### config.mk
export PLATFORM = sky130hd
export DESIGN_NAME = broadcast_unit_flat
export DESIGN_NICKNAME = d
export VERILOG_FILES = /design/src/rtl/broadcast_unit_pkg.sv /design/src/rtl/broadcast_unit_if.sv /design/src/rtl/broadcast_unit_result_fifo.sv /design/src/rtl/broadcast_unit.sv /design/src/flat_wrapper.sv
export SDC_FILE = /design/constraint.sdc
export NUM_CORES = 1
export LEC_CHECK = 0
export CORE_MARGIN = 5
export CORE_UTILIZATION = 54
export CTS_CLUSTER_DIAMETER = 200
export DETAILED_ROUTE_END_ITERATION = 7
export GPL_TIMING_DRIVEN = 0
export PLACE_DENSITY = 0.84
export SLEW_MARGIN = 20
export SYNTH_ARGS = -nofsm -noshare
export SYNTH_HDL_FRONTEND = slang
export SYNTH_SLANG_ARGS = --single-unit
### constraint.sdc
create_clock -name CLK -period 3.4 [get_ports CLK]
set_input_delay 0.34 -clock CLK [delete_from_list [all_inputs] [get_ports CLK]]
set_output_delay 0.34 -clock CLK [all_outputs]
set_load 0.02 [all_outputs]
### src/rtl/broadcast_unit_pkg.sv
// Shared types and constants for the result broadcast unit.
// A result entry packs a destination tag with its 32-bit value.
package broadcast_unit_pkg;

  localparam int PREG_W    = 6;
  localparam int NUM_PREG  = 64;
  localparam int DATA_W    = 32;
  localparam int DEPTH_DEF = 4;

  typedef struct packed {
    logic [PREG_W-1:0] map;
    logic [DATA_W-1:0] val;
  } result_t;

  typedef enum logic {
    SRC_EXE = 1'b0,
    SRC_MEM = 1'b1
  } src_e;

  // Tag 0 is the hardwired "no destination" register.
  function automatic logic tag_live(input logic [PREG_W-1:0] tag);
    return tag != '0;
  endfunction

endpackage

### src/rtl/broadcast_unit_if.sv
// Result offers from exe/mem, rename allocation, and the wakeup/regfile/busy
// outputs of the broadcast unit.
interface broadcast_unit_if;
  import broadcast_unit_pkg::*;

  logic                alloc_valid;
  logic [PREG_W-1:0]   alloc_map;
  logic                exe_valid;
  logic [PREG_W-1:0]   exe_map;
  logic [DATA_W-1:0]   exe_val;
  logic                exe_ready;
  logic                mem_valid;
  logic [PREG_W-1:0]   mem_map;
  logic [DATA_W-1:0]   mem_val;
  logic                mem_ready;
  logic                exe_broadcast;
  logic [PREG_W-1:0]   exe_broadcast_map;
  logic [DATA_W-1:0]   exe_broadcast_val;
  logic                mem_broadcast;
  logic [PREG_W-1:0]   mem_broadcast_map;
  logic [DATA_W-1:0]   mem_broadcast_val;
  logic                preg_we;
  logic [PREG_W-1:0]   preg_waddr;
  logic [DATA_W-1:0]   preg_wdata;
  logic [NUM_PREG-1:0] busy;

  modport master (
    output alloc_valid, alloc_map,
    output exe_valid, exe_map, exe_val,
    output mem_valid, mem_map, mem_val,
    input  exe_ready, mem_ready,
    input  exe_broadcast, exe_broadcast_map, exe_broadcast_val,
    input  mem_broadcast, mem_broadcast_map, mem_broadcast_val,
    input  preg_we, preg_waddr, preg_wdata, busy
  );

  modport slave (
    input  alloc_valid, alloc_map,
    input  exe_valid, exe_map, exe_val,
    input  mem_valid, mem_map, mem_val,
    output exe_ready, mem_ready,
    output exe_broadcast, exe_broadcast_map, exe_broadcast_val,
    output mem_broadcast, mem_broadcast_map, mem_broadcast_val,
    output preg_we, preg_waddr, preg_wdata, busy
  );

endinterface

### src/rtl/broadcast_unit_result_fifo.sv
// Per-source result FIFO; pushes while full are refused, never overwrite.
module result_fifo
  import broadcast_unit_pkg::*;
#(
  parameter int DEPTH = DEPTH_DEF
) (
  input  logic    CLK,
  input  logic    RESET,
  input  logic    flush_i,
  input  logic    push_i,
  input  logic    pop_i,
  input  result_t din_i,
  output logic    full_o,
  output logic    empty_o,
  output result_t head_o
);

  localparam int PW = (DEPTH > 1) ? $clog2(DEPTH) : 1;
  localparam int CW = $clog2(DEPTH + 1);

  result_t        mem_q [DEPTH];
  logic [PW-1:0]  wr_q, wr_d, rd_q, rd_d;
  logic [CW-1:0]  cnt_q, cnt_d;
  logic           do_push, do_pop;

  function automatic logic [PW-1:0] ptr_inc(input logic [PW-1:0] p);
    return (p == PW'(DEPTH - 1)) ? '0 : p + PW'(1);
  endfunction

  assign full_o  = (cnt_q == CW'(DEPTH));
  assign empty_o = (cnt_q == '0);
  assign head_o  = mem_q[rd_q];
  assign do_push = push_i & ~full_o;
  assign do_pop  = pop_i & ~empty_o;

  always_comb begin
    wr_d  = do_push ? ptr_inc(wr_q) : wr_q;
    rd_d  = do_pop  ? ptr_inc(rd_q) : rd_q;
    cnt_d = cnt_q + CW'(do_push) - CW'(do_pop);
  end

  always_ff @(posedge CLK or negedge RESET) begin
    if (!RESET) begin
      wr_q  <= '0;
      rd_q  <= '0;
      cnt_q <= '0;
    end else if (flush_i) begin
      wr_q  <= '0;
      rd_q  <= '0;
      cnt_q <= '0;
    end else begin
      wr_q  <= wr_d;
      rd_q  <= rd_d;
      cnt_q <= cnt_d;
    end
  end

  always_ff @(posedge CLK) begin
    if (do_push && !flush_i) mem_q[wr_q] <= din_i;
  end

endmodule

### src/rtl/broadcast_unit.sv
// Merges exe and mem results onto one regfile write port with registered
// wakeup broadcasts, round-robin arbitration and a per-tag busy scoreboard.
module broadcast_unit
  import broadcast_unit_pkg::*;
#(
  parameter int DEPTH  = DEPTH_DEF,
  parameter int PREG_W = broadcast_unit_pkg::PREG_W
) (
  input  logic             CLK,
  input  logic             RESET,
  input  logic             FLUSH,
  broadcast_unit_if.slave  bus
);

  localparam int NTAG = 2 ** PREG_W;

  result_t          exe_head, mem_head, exe_din, mem_din;
  logic             exe_full, exe_empty, mem_full, mem_empty;
  logic             exe_push, mem_push, gnt_exe, gnt_mem, contend;
  src_e             rr_q, rr_d;
  logic [NTAG-1:0]  busy_q, busy_d;
  logic             exe_bc_q, exe_bc_d, mem_bc_q, mem_bc_d, preg_we_q, preg_we_d;
  result_t          exe_res_q, exe_res_d, mem_res_q, mem_res_d, preg_q, preg_d;

  // Map-0 offers are handshaken normally but never enqueued.
  assign exe_push = bus.exe_valid & ~exe_full & tag_live(bus.exe_map);
  assign mem_push = bus.mem_valid & ~mem_full & tag_live(bus.mem_map);
  assign exe_din  = '{map: bus.exe_map, val: bus.exe_val};
  assign mem_din  = '{map: bus.mem_map, val: bus.mem_val};

  result_fifo #(.DEPTH(DEPTH)) u_exe_fifo (
    .CLK(CLK), .RESET(RESET), .flush_i(FLUSH), .push_i(exe_push), .pop_i(gnt_exe),
    .din_i(exe_din), .full_o(exe_full), .empty_o(exe_empty), .head_o(exe_head)
  );

  result_fifo #(.DEPTH(DEPTH)) u_mem_fifo (
    .CLK(CLK), .RESET(RESET), .flush_i(FLUSH), .push_i(mem_push), .pop_i(gnt_mem),
    .din_i(mem_din), .full_o(mem_full), .empty_o(mem_empty), .head_o(mem_head)
  );

  always_comb begin
    contend   = ~exe_empty & ~mem_empty;
    gnt_exe   = ~exe_empty & (mem_empty | (rr_q == SRC_EXE));
    gnt_mem   = ~mem_empty & ~gnt_exe;
    rr_d      = rr_q;
    exe_bc_d  = 1'b0;
    exe_res_d = '0;
    mem_bc_d  = 1'b0;
    mem_res_d = '0;
    preg_we_d = 1'b0;
    preg_d    = '0;
    if (contend) rr_d = (rr_q == SRC_EXE) ? SRC_MEM : SRC_EXE;
    if (gnt_exe) begin
      exe_bc_d  = 1'b1;
      exe_res_d = exe_head;
      preg_we_d = 1'b1;
      preg_d    = exe_head;
    end else if (gnt_mem) begin
      mem_bc_d  = 1'b1;
      mem_res_d = mem_head;
      preg_we_d = 1'b1;
      preg_d    = mem_head;
    end
    // Clear before set so a same-edge allocation of the retiring tag wins.
    busy_d = busy_q;
    if (preg_we_d) busy_d[preg_d.map] = 1'b0;
    if (bus.alloc_valid) busy_d[bus.alloc_map] = 1'b1;
    busy_d[0] = 1'b0;
  end

  always_ff @(posedge CLK or negedge RESET) begin
    if (!RESET) begin
      rr_q      <= SRC_EXE;
      busy_q    <= '0;
      exe_bc_q  <= 1'b0;
      exe_res_q <= '0;
      mem_bc_q  <= 1'b0;
      mem_res_q <= '0;
      preg_we_q <= 1'b0;
      preg_q    <= '0;
    end else if (FLUSH) begin
      rr_q      <= SRC_EXE;
      busy_q    <= '0;
      exe_bc_q  <= 1'b0;
      exe_res_q <= '0;
      mem_bc_q  <= 1'b0;
      mem_res_q <= '0;
      preg_we_q <= 1'b0;
      preg_q    <= '0;
    end else begin
      rr_q      <= rr_d;
      busy_q    <= busy_d;
      exe_bc_q  <= exe_bc_d;
      exe_res_q <= exe_res_d;
      mem_bc_q  <= mem_bc_d;
      mem_res_q <= mem_res_d;
      preg_we_q <= preg_we_d;
      preg_q    <= preg_d;
    end
  end

  assign bus.exe_ready         = ~exe_full;
  assign bus.mem_ready         = ~mem_full;
  assign bus.exe_broadcast     = exe_bc_q;
  assign bus.exe_broadcast_map = exe_res_q.map;
  assign bus.exe_broadcast_val = exe_res_q.val;
  assign bus.mem_broadcast     = mem_bc_q;
  assign bus.mem_broadcast_map = mem_res_q.map;
  assign bus.mem_broadcast_val = mem_res_q.val;
  assign bus.preg_we           = preg_we_q;
  assign bus.preg_waddr        = preg_q.map;
  assign bus.preg_wdata        = preg_q.val;
  assign bus.busy              = busy_q;

endmodule

### src/flat_wrapper.sv
// flat-port wrapper written by rule: the top's interface ports become plain ports
module broadcast_unit_flat import broadcast_unit_pkg::*;
#(
  parameter int DEPTH  = DEPTH_DEF,
  parameter int PREG_W = broadcast_unit_pkg::PREG_W
)
  (CLK, RESET, FLUSH, bus_alloc_valid, bus_alloc_map, bus_exe_valid, bus_exe_map, bus_exe_val, bus_mem_valid, bus_mem_map, bus_mem_val, bus_exe_ready, bus_mem_ready, bus_exe_broadcast, bus_exe_broadcast_map, bus_exe_broadcast_val, bus_mem_broadcast, bus_mem_broadcast_map, bus_mem_broadcast_val, bus_preg_we, bus_preg_waddr, bus_preg_wdata, bus_busy);
  broadcast_unit_if bus_i ();
  input  logic CLK;
  input  logic RESET;
  input  logic FLUSH;
  input wire logic [$bits(bus_i.alloc_valid)-1:0] bus_alloc_valid;
  input wire logic [$bits(bus_i.alloc_map)-1:0] bus_alloc_map;
  input wire logic [$bits(bus_i.exe_valid)-1:0] bus_exe_valid;
  input wire logic [$bits(bus_i.exe_map)-1:0] bus_exe_map;
  input wire logic [$bits(bus_i.exe_val)-1:0] bus_exe_val;
  input wire logic [$bits(bus_i.mem_valid)-1:0] bus_mem_valid;
  input wire logic [$bits(bus_i.mem_map)-1:0] bus_mem_map;
  input wire logic [$bits(bus_i.mem_val)-1:0] bus_mem_val;
  output wire logic [$bits(bus_i.exe_ready)-1:0] bus_exe_ready;
  output wire logic [$bits(bus_i.mem_ready)-1:0] bus_mem_ready;
  output wire logic [$bits(bus_i.exe_broadcast)-1:0] bus_exe_broadcast;
  output wire logic [$bits(bus_i.exe_broadcast_map)-1:0] bus_exe_broadcast_map;
  output wire logic [$bits(bus_i.exe_broadcast_val)-1:0] bus_exe_broadcast_val;
  output wire logic [$bits(bus_i.mem_broadcast)-1:0] bus_mem_broadcast;
  output wire logic [$bits(bus_i.mem_broadcast_map)-1:0] bus_mem_broadcast_map;
  output wire logic [$bits(bus_i.mem_broadcast_val)-1:0] bus_mem_broadcast_val;
  output wire logic [$bits(bus_i.preg_we)-1:0] bus_preg_we;
  output wire logic [$bits(bus_i.preg_waddr)-1:0] bus_preg_waddr;
  output wire logic [$bits(bus_i.preg_wdata)-1:0] bus_preg_wdata;
  output wire logic [$bits(bus_i.busy)-1:0] bus_busy;
  assign bus_i.alloc_valid = bus_alloc_valid;
  assign bus_i.alloc_map = bus_alloc_map;
  assign bus_i.exe_valid = bus_exe_valid;
  assign bus_i.exe_map = bus_exe_map;
  assign bus_i.exe_val = bus_exe_val;
  assign bus_i.mem_valid = bus_mem_valid;
  assign bus_i.mem_map = bus_mem_map;
  assign bus_i.mem_val = bus_mem_val;
  assign bus_exe_ready = bus_i.exe_ready;
  assign bus_mem_ready = bus_i.mem_ready;
  assign bus_exe_broadcast = bus_i.exe_broadcast;
  assign bus_exe_broadcast_map = bus_i.exe_broadcast_map;
  assign bus_exe_broadcast_val = bus_i.exe_broadcast_val;
  assign bus_mem_broadcast = bus_i.mem_broadcast;
  assign bus_mem_broadcast_map = bus_i.mem_broadcast_map;
  assign bus_mem_broadcast_val = bus_i.mem_broadcast_val;
  assign bus_preg_we = bus_i.preg_we;
  assign bus_preg_waddr = bus_i.preg_waddr;
  assign bus_preg_wdata = bus_i.preg_wdata;
  assign bus_busy = bus_i.busy;
  broadcast_unit #(.DEPTH(DEPTH), .PREG_W(PREG_W)) u_core (.CLK(CLK), .RESET(RESET), .FLUSH(FLUSH), .bus(bus_i));
endmodule
==> results.json <==
{
  "grt_max_degree": 80,
  "syn_to_final_growth_pct": 26.3,
  "synth_seq_cells": 499,
  "max-vdd-ir-drop_mv": 0.575,
  "fp.dieW_um": 199,
  "ios": 271,
  "hpwlAfterDp_um": 32100,
  "gp_congestion": 0.918,
  "place_inst": 1892,
  "grt.total_usage_pct": 24.5,
  "multi_input_area_sq_mm": 0.00484,
  "syn_avg_cell_area_sq_um": 16.6,
  "gr-total-overflow": 0,
  "finalClockSkew_ns": 0.0180,
  "cts_resized": 0,
  "fill_cells": 2304,
  "die_y_um": 199,
  "drc": 0,
  "worstSetupPathType": "in -> reg",
  "core.rowCount": 69,
  "finalNonFillerCells": 1983,
  "fp.coreArea_sq_mm": 0.0353,
  "period_share_pct": 92.4,
  "synth.largest_area_cell": "edfxtp_1",
  "syn_nets": 1260,
  "critPathRequiredTime_ns": 3.83,
  "synth_seq_area_share_pct": 72.9,
  "antenna_found_initial": 7,
  "grt_pass1_wl_um": 72800,
  "root_buffer": "clkbuf_16",
  "synth_most_common_cell": "edfxtp_1",
  "avgRoutedWirePerCell_um": 24.0,
  "synth_top_cell_area_share_pct": 47.5,
  "power_density_mw_per_mm2": 799,
  "cts_buffers": 48,
  "cts_setup_buffers": 0,
  "critPathArrivalTime_ns": 3.57,
  "ctsHoldBuffers": 1,
  "period_minus_slack_ns": 3.14,
  "cap_violations": 0,
  "grt_pass1_vias": 12000,
  "nets": 1586,
  "final_hold_viol_count": 0,
  "port-buffer-count": 267,
  "status": "finished, final reports clean",
  "viasPerCell": 5.79,
  "cp_max_fo": 5,
  "clock_path_buffers": 3,
  "slew_violations": 0,
  "wl_um": 47700,
  "via_count": 11500,
  "synth_edf_count": 304,
  "start_kind": "input port",
  "clkLatencyLatePin_ns": 0.57,
  "worst_slack_ns": 0.257,
  "tritoncts": "built",
  "cts.sinks": 499,
  "postLayoutCoreUtil_pct": 68.7,
  "yosysUniqueCellTypes": 56,
  "fmax_ghz": 0.318,
  "setup_violations": 0,
  "first_pass_iters": 5,
  "clkTransAtPathRegs_ns": 0.06,
  "syn_area_sq_mm": 0.0192,
  "maxSlewHeadroom_pct": 33.8,
  "drtAntennaViolNets": 0,
  "holdCritPathClass": "in -> async",
  "worst-slew-pin-transition_ns": 0.978,
  "drive_gt1_share_pct": 17.0,
  "grt_setup_unrepaired": "false",
  "place_ws_ns": -0.370,
  "initial_core_util_pct": 54.4,
  "regArea_sq_mm": 0.0140,
  "cts.htree.levels": 2,
  "synth-main-ff-cell": "edfxtp_1",
  "synth_cells": 1156,
  "dr.first_iter.drc_count": 1106,
  "yosys_warnings": 0,
  "die-area_sq_mm": 0.0395,
  "leakage_nw": 8.98,
  "synth_common_cells": "304 x edfxtp_1, 195 x dfrtp_1, 151 x nor2_1",
  "synth.area.top_cells": "edfxtp_1 48%, dfrtp_1 25%, mux4_2 8.9%",
  "asyncSetResetFlopFracSynth_pct": 39.1,
  "end_kind": "flop"
}
## stage by stage
stage	total power, W	instance area [sq um]	setup TNS, ns	hold slack, ns
2_1_floorplan	0.0117	19200	0	0.0444
6_report	0.0194	24300	0	0.287
5_1_grt	0.0202	24300	0	0.322
3_5_place_dp	0.0142	22700	-4.48	0.289
3_3_place_gp	0.0140	22500	-1331.43	0.553
4_1_cts	0.0195	24300	0	0.274
## flip-flops by register name (all words and copies together), names as in the netlist
signal	cells
u_core.bus.busy	63
u_core.bus.exe_broadcast	1
u_core.bus.exe_broadcast_map	6
u_core.bus.exe_broadcast_val	32
u_core.bus.mem_broadcast	1
u_core.bus.mem_broadcast_map	6
u_core.bus.mem_broadcast_val	32
u_core.bus.preg_waddr	6
u_core.bus.preg_wdata	32
u_core.bus.preg_we	1
u_core.rr_q	1
u_core.u_exe_fifo.cnt_q	3
u_core.u_exe_fifo.mem_q	152
u_core.u_exe_fifo.rd_q	2
u_core.u_exe_fifo.wr_q	2
u_core.u_mem_fifo.cnt_q	3
u_core.u_mem_fifo.mem_q	152
u_core.u_mem_fifo.rd_q	2
u_core.u_mem_fifo.wr_q	2
## cells in the final DEF (no fill, tap or decap), types with 5 or more instances in the layout
cell type / count
dfrtp_1: 195
nor3_1: 20
a21oi_1: 19
inv_1: 9
clkbuf_1: 44
edfxtp_1: 304
and2_2: 6
a211oi_1: 36
clkinv_2: 11
ha_1: 14
buf_2: 14
mux4_2: 76
and2_1: 76
buf_6: 9
nor4_1: 27
nand2_1: 17
clkbuf_16: 49
a311oi_1: 23
buf_16: 6
clkbuf_8: 9
nor3_2: 5
or2_2: 38
buf_4: 6
nor2_1: 151
nand3_1: 8
nor2b_1: 5
clkdlybuf4s50_1: 266
## layer usage
layer  global-route usage [%]  vias to the layer above  routed length, um
met5                        0                        -                 80
met4                     7.29                       12               1390
met3                     6.57                      102               4290
met2                     41.1                      557              24100
met1                     31.9                     5820              17800
li1                         -                     5000                  -
## final timing paths
kind	start	slack, ns	endpoint	cells after the start
setup / recovery	bus_mem_map[1]	0.26	u_core.u_mem_fifo.cnt_q[2]$_DFF_PN0_	11
hold / removal	RESET	0.29	u_core.bus.preg_wdata[28]$_DFF_PN0_	2
setup reg to reg	u_core.u_mem_fifo.cnt_q[1]$_DFF_PN0_	0.38	u_core.bus.preg_wdata[17]$_DFF_PN0_	7
hold reg to reg	u_core.bus.busy[50]$_DFF_PN0_	0.56	u_core.bus.busy[50]$_DFF_PN0_	2
max in group asynchronous	RESET	2.36	u_core.bus.exe_broadcast_val[9]$_DFF_PN0_	3
min in group CLK	bus_exe_val[25]	0.39	u_core.u_exe_fifo.mem_q[2][25]$_DFFE_PP_	1
## worst max-delay path, cell delays in order
cell             delay, ns
clkdlybuf4s50_1       0.51
or4_1                 0.56
o311ai_1              0.81
ha_1                  0.38
inv_1                 0.05
ha_1                  0.13
inv_1                 0.05
fa_1                  0.38
xor2_1                0.17
xnor2_1               0.13
nor2_1                0.05
## final cells by class
type	count	share of cell area [%]
Antenna cell	1	0.0103
Buffer	63	1.42
Clock buffer	70	5.75
Clock inverter	19	0.722
Inverter	11	0.170
Multi-Input combinational cell	583	19.9
Sequential cell	499	57.7
Tap cell	461	2.38
Timing Repair Buffer	276	11.9
## logic make-up after synthesis
| logic type | after synthesis | share of synthesized area (%) |
|---|---|---|
| buffers and inverters | 74 | 2.01 |
| other | 1 | 0.0195 |
| AOI/OAI and AO/OA | 96 | 3.97 |
| DFF | 499 | 72.9 |
| and+or+nand+nor | 386 | 10.7 |
| xor gates and xnor gates | 6 | 0.274 |
| muxes | 78 | 9.01 |
| adders and majority gates | 16 | 1.12 |
## where the power goes
group	switching [W]	total [W]	internal [W]	leakage (nW)
Combinational	0.00381	0.00666	0.00285	2.80
Clock	0.00223	0.00525	0.00302	0.778
Sequential	0.000270	0.00748	0.00721	5.41
Total	0.00631	0.0194	0.0131	8.98
(Power assumes the default switching activity.)
